--- config.mk ---
export PLATFORM = sky130hd
export DESIGN_NAME = serial_rx
export DESIGN_NICKNAME = d
export VERILOG_FILES = /design/src/rtl/serial_rx.sv
export SDC_FILE = /design/constraint.sdc
export NUM_CORES = 1
export LEC_CHECK = 0
export BUFFER_PORTS_ARGS = -buffer_cell sky130_fd_sc_hd__clkbuf_2
export CELL_PAD_IN_SITES_DETAIL_PLACEMENT = 1
export CELL_PAD_IN_SITES_GLOBAL_PLACEMENT = 2
export CORE_ASPECT_RATIO = 0.75
export CORE_MARGIN = 10
export CORE_UTILIZATION = 40
export DETAILED_ROUTE_END_ITERATION = 10
export GPL_TIMING_DRIVEN = 0
export MAX_ROUTING_LAYER = met4
export PLACE_DENSITY_LB_ADDON = 0.1
export SYNTH_ARGS = -nofsm -noshare
export SYNTH_HDL_FRONTEND = slang
export SYNTH_SLANG_ARGS = --single-unit
--- constraint.sdc ---
create_clock -name clk -period 1.7 [get_ports clk]
set_input_delay 0.34 -clock clk [delete_from_list [all_inputs] [get_ports clk]]
set_output_delay 0.34 -clock clk [all_outputs]
set_load 0.02 [all_outputs]
--- src/rtl/serial_rx.sv ---
// Purpose: asynchronous start/data/stop serial receiver; deserialises rxd into a parallel word, LSB first.
// Latency: ok/fr_err appear one clock after the mid-stop-bit sample (3 clocks of sync/edge delay before START).
// Backpressure: none; ok/fr_err/par_err are one-cycle strobes that the consumer must take when they fire.
// Optional build macro PARITY_CHECK_EN adds an even-parity bit (state PAR) and the par_err strobe.
module serial_rx #(
  parameter int F_CLK = 50000000,
  parameter int BAUD  = 115200,
  parameter int N_BIT = 8
) (
  input  logic             clk,
  input  logic             rst,
  input  logic             rxd,
  output logic [N_BIT-1:0] dat,
  output logic             ok,
  output logic             fr_err,
  output logic             busy
`ifdef PARITY_CHECK_EN
  ,
  output logic             par_err
`endif
);

  // Clocks per bit, truncated; must be at least 4 so the half-bit count is non-trivial.
  localparam int DIV = F_CLK / BAUD;
  localparam int CW  = $clog2(DIV);
  localparam int IW  = (N_BIT > 1) ? $clog2(N_BIT) : 1;

  localparam logic [CW-1:0] HALF_M1 = CW'(DIV / 2 - 1);
  localparam logic [CW-1:0] FULL_M1 = CW'(DIV - 1);
  localparam logic [IW-1:0] LAST_IX = IW'(N_BIT - 1);

  typedef enum logic [2:0] {
    IDLE  = 3'd0,
    START = 3'd1,
    DATA  = 3'd2,
    PAR   = 3'd3,
    STOP  = 3'd4
  } state_t;

  state_t           state;
  logic [CW-1:0]    cnt;
  logic [IW-1:0]    idx;
  logic [N_BIT-1:0] sh;
  logic             rx_m;
  logic             rx_s;
  logic             rx_d;
  logic             fall;
`ifdef PARITY_CHECK_EN
  logic             par_bit;
`endif

  // Two-flop synchroniser plus one edge-detect flop; all preset high so reset release never looks like a start edge.
  always_ff @(posedge clk or posedge rst) begin
    if (rst) begin
      rx_m <= 1'b1;
      rx_s <= 1'b1;
      rx_d <= 1'b1;
    end else begin
      rx_m <= rxd;
      rx_s <= rx_m;
      rx_d <= rx_s;
    end
  end

  // A frame may only begin on a 1 -> 0 transition of the synchronised line, so a stuck-low line cannot retrigger.
  assign fall = rx_d & ~rx_s;

  // Frame state machine; all outputs are registered here, strobes default low every cycle.
  always_ff @(posedge clk or posedge rst) begin
    if (rst) begin
      state  <= IDLE;
      cnt    <= '0;
      idx    <= '0;
      sh     <= '0;
      dat    <= '0;
      ok     <= 1'b0;
      fr_err <= 1'b0;
      busy   <= 1'b0;
`ifdef PARITY_CHECK_EN
      par_bit <= 1'b0;
      par_err <= 1'b0;
`endif
    end else begin
      ok     <= 1'b0;
      fr_err <= 1'b0;
`ifdef PARITY_CHECK_EN
      par_err <= 1'b0;
`endif
      case (state)
        IDLE: begin
          cnt <= '0;
          if (fall) begin
            state <= START;
            busy  <= 1'b1;
          end
        end

        // Wait half a bit, then confirm the line is still low; a high sample means the edge was a glitch.
        START: begin
          if (cnt == HALF_M1) begin
            cnt <= '0;
            idx <= '0;
            if (!rx_s) begin
              state <= DATA;
            end else begin
              state <= IDLE;
              busy  <= 1'b0;
            end
          end else begin
            cnt <= cnt + 1'b1;
          end
        end

        // From here on every sample lands mid-bit, one full bit period after the previous one.
        DATA: begin
          if (cnt == FULL_M1) begin
            cnt <= '0;
            sh  <= {rx_s, sh[N_BIT-1:1]};
            idx <= idx + 1'b1;
            if (idx == LAST_IX) begin
`ifdef PARITY_CHECK_EN
              state <= PAR;
`else
              state <= STOP;
`endif
            end
          end else begin
            cnt <= cnt + 1'b1;
          end
        end

`ifdef PARITY_CHECK_EN
        PAR: begin
          if (cnt == FULL_M1) begin
            cnt     <= '0;
            par_bit <= rx_s;
            state   <= STOP;
          end else begin
            cnt <= cnt + 1'b1;
          end
        end
`endif

        // Leaving at mid-stop-bit gives half a bit of slack to catch an immediately following start edge.
        STOP: begin
          if (cnt == FULL_M1) begin
            cnt   <= '0;
            state <= IDLE;
            busy  <= 1'b0;
            if (rx_s) begin
`ifdef PARITY_CHECK_EN
              if ((^sh) ^ par_bit) begin
                par_err <= 1'b1;
              end else begin
                dat <= sh;
                ok  <= 1'b1;
              end
`else
              dat <= sh;
              ok  <= 1'b1;
`endif
            end else begin
              fr_err <= 1'b1;
            end
          end else begin
            cnt <= cnt + 1'b1;
          end
        end

        default: begin
          state <= IDLE;
          busy  <= 1'b0;
          cnt   <= '0;
        end
      endcase
    end
  end

endmodule

==> results.py <==
metrics = {
    "detailed_routing": {
        "routed_wl_um": 3436,
        "first_pass_iters": 3,
        "vias_per_cell": 5.014,
        "num_vias": 1083,
        "drc_errors": 0,
        "drtIter0Drc": 40,
        "ant_nets": 0,
        "wire_per_inst_um": 15.91,
    },
    "yosys": {
        "synth_warnings": 0,
        "synth_edf_count": 0,
        "syn-num-nets": 140,
        "ys.flop_type": "dfrtp_1",
        "synth_area_mm2": 0.001688,
        "ys_types": 37,
        "synth_top_cell_area_share_pct": 50.41,
        "ys_ff_latch": 37,
        "yosysSeqAreaShare_pct": 55.08,
        "synthArstFlopShare_pct": 100.0,
        "yosysTopAreaCell": "dfrtp_1",
        "synthCells": 132,
        "syn_avg_cell_area_um2": 12.79,
        "ys_top_cells_by_area": "dfrtp_1 (50%), mux2_2 (11%), dfstp_2 (4.7%), ha_1 (3.7%), xnor2_1 (2.6%)",
    },
    "sta": {
        "finalSetupViolCount": 0,
        "fin_hold_ws_ps": 123.3,
        "drv_slew": 0,
        "max-slew-margin-rel_pct": 48.34,
        "clock_skew_ps": 5.311,
        "hold_viol": 0,
        "fmax_mhz": 606.6,
        "min_period_over_period_pct": 96.97,
        "period_needed_ps": 1649,
        "max_slew.worst_pin.slew_ps": 773.8,
    },
    "critical_path": {
        "crit_chain": "and4bb_4 > and2_4 > nand3_4 > mux2_2",
        "cp.required_ps": 1880,
        "cp_slowest_stage_delay_ps": 460,
        "cp-start-kind": "flip-flop",
        "critical_path_arrival_ps": 1830,
        "cpMaxStageDelayCell": "dfrtp_1",
        "cpLargestDelayFamily": "simple AND/OR/NAND/NOR gates",
        "crit_type": "flip-flop to flip-flop",
        "worst-path-buf-inv": 0,
        "cp-end-kind": "flip-flop",
        "cp_max_fo": 5,
    },
    "floorplanning": {
        "start_util_pct": 41.64,
        "die-height_um": 76.26,
        "io_pins": 14,
        "coreArea_mm2": 0.004054,
        "row_count": 20,
        "die_area_mm2": 0.007245,
        "die_w_um": 95.01,
    },
    "grt": {
        "grtUsageTotal_pct": 10.69,
        "grt_pass1_vias": 1143,
        "met1_usage_pct": 13.38,
        "antenna_found_initial": 0,
        "use_met2_pct": 14.25,
        "gr-total-overflow": 0,
        "use_met3_pct": 5.217,
        "grt_busiest_layer": "met2",
        "grt_pass1_wl_um": 5782,
        "grt_max_degree": 38,
    },
    "cells_and_area": {
        "drive_above_1_share_pct": 41.61,
        "num_antenna_cells": 0,
        "final_cell_mix": "dfrtp_1 (33), mux2_2 (16), clkbuf_2 (13), nor2_1 (11), nand2_1 (9)",
        "fillCellCount": 437,
        "layout_commonest_cell": "dfrtp_1",
        "nNetsFinal": 168,
        "area_growth_pct": 21.20,
    },
    "clocking": {
        "cts_tree": "yes",
        "insertion_delay_ps": 300,
        "path_clk_slew_ps": 70,
        "clock_path_buffers": 2,
        "clock-sinks": 37,
        "clk_root_buffer_cell": "clkbuf_8",
        "ctsHoldBuffers": 0,
        "cts_htree_levels": 2,
        "numCtsBuffers": 5,
    },
    "flow_run": {
        "drv_cap": 0,
    },
    "placement": {
        "portBuffers": 13,
        "gp_congestion": 0.7403,
        "dp_hpwl_um": 2391,
    },
    "worst_hold_path": {
        "hold_class": "primary input to flip-flop",
    },
    "outcome": {
        "status": "finished clean",
    },
    "power_and_ir_drop": {
        "leakage_nw": 0.9821,
        "total_power_mw": 2.090,
        "power.density_mw_per_mm2": 1022,
        "peakVddDrop_mv": 0.5753,
    },
}
## metrics by stage
step                      setup WS (ps)  TNS [ps]  std cells  instance area [um^2]  utilization (%)
after floorplan                   125.3         0        132                  1688                -
after global placement           -65.48    -547.6        200                  1822            44.94
after detailed placement         -152.6     -1325        200                  1822            44.94
after CTS                        -4.811    -13.94        212                  1967            48.52
after global routing             -5.940    -6.918        216                  2046            50.46
final                             51.44         0        216                  2046            50.46
## power by group
part | internal (mW) | leakage (nW) | switching [mW]
Clock | 0.366 | 0.0542 | 0.318
Combinational | 0.166 | 0.435 | 0.185
Sequential | 0.962 | 0.493 | 0.0923
## synth_stat cells (all sizes together) (2+ instances only)
cell type	number
a21o	2
a21oi	4
a221oi	2
and2	2
and4bb	2
dfrtp	34
dfstp	3
ha	5
inv	8
mux2	16
mux2i	3
nand2	10
nand3	4
nand4	2
nor2	11
nor2b	2
nor3	4
o21ai	2
or3b	2
xnor2	5
xor2	2
## layout make-up
type	instances	area [um^2]	share of cell area, %
repair buffers	20	125.1	6.116
well taps	55	68.82	3.364
plain buffers	1	11.26	0.5505
clock buffers	7	96.34	4.709
inverters	8	30.03	1.468
clock inverters	1	5.005	0.2446
multi-input cells	87	778.2	38.04
flip-flops and latches	37	930.9	45.50
## cell families (layout without fill, tap and decap cells)
kind of cell	after synthesis	after routing	synth area share (%)
and+or+nand+nor	43	44	16.09
DFF	37	37	55.08
muxes	19	19	12.45
AOI/OAI and AO/OA	12	12	6.598
buffers and inverters	9	37	2.446
xor gates and xnor gates	7	7	3.632
adders and majority gates	5	5	3.706
## state kept, by name, indices dropped and copies added (netlist names), 3 cells and up
name   cells
state      3
sh         8
dat        8
idx        3
cnt        9
## routing by layer
layer	up-vias	routed length (um)
li1	518	-
met1	544	1684
met2	15	1486
met4	0	51
met5	-	0
met3	6	214
## path summary, 6_finish.rpt
check | cells after the start | endpoint | startpoint | slack, ps
max in group asynchronous | 2 | cnt[0] | rst | 1000
hold / removal | 1 | rx_m | rxd | 120
setup reg to reg | 4 | dat[5] | cnt[6] | 50
min in group asynchronous | 2 | sh[6] | rst | 170
hold reg to reg | 0 | rx_s | rx_m | 370
setup / recovery | 4 | dat[5] | cnt[6] | 50
## repair_timing
item | in CTS | in global routing
buffers inserted | 3 | 4
cloned | 1 | 0
setup endpoints to repair | 27 | 29
pin swaps | 1 | 1
resized for setup | 2 | 11
No activity file was read; power rests on OpenSTA's default activity.
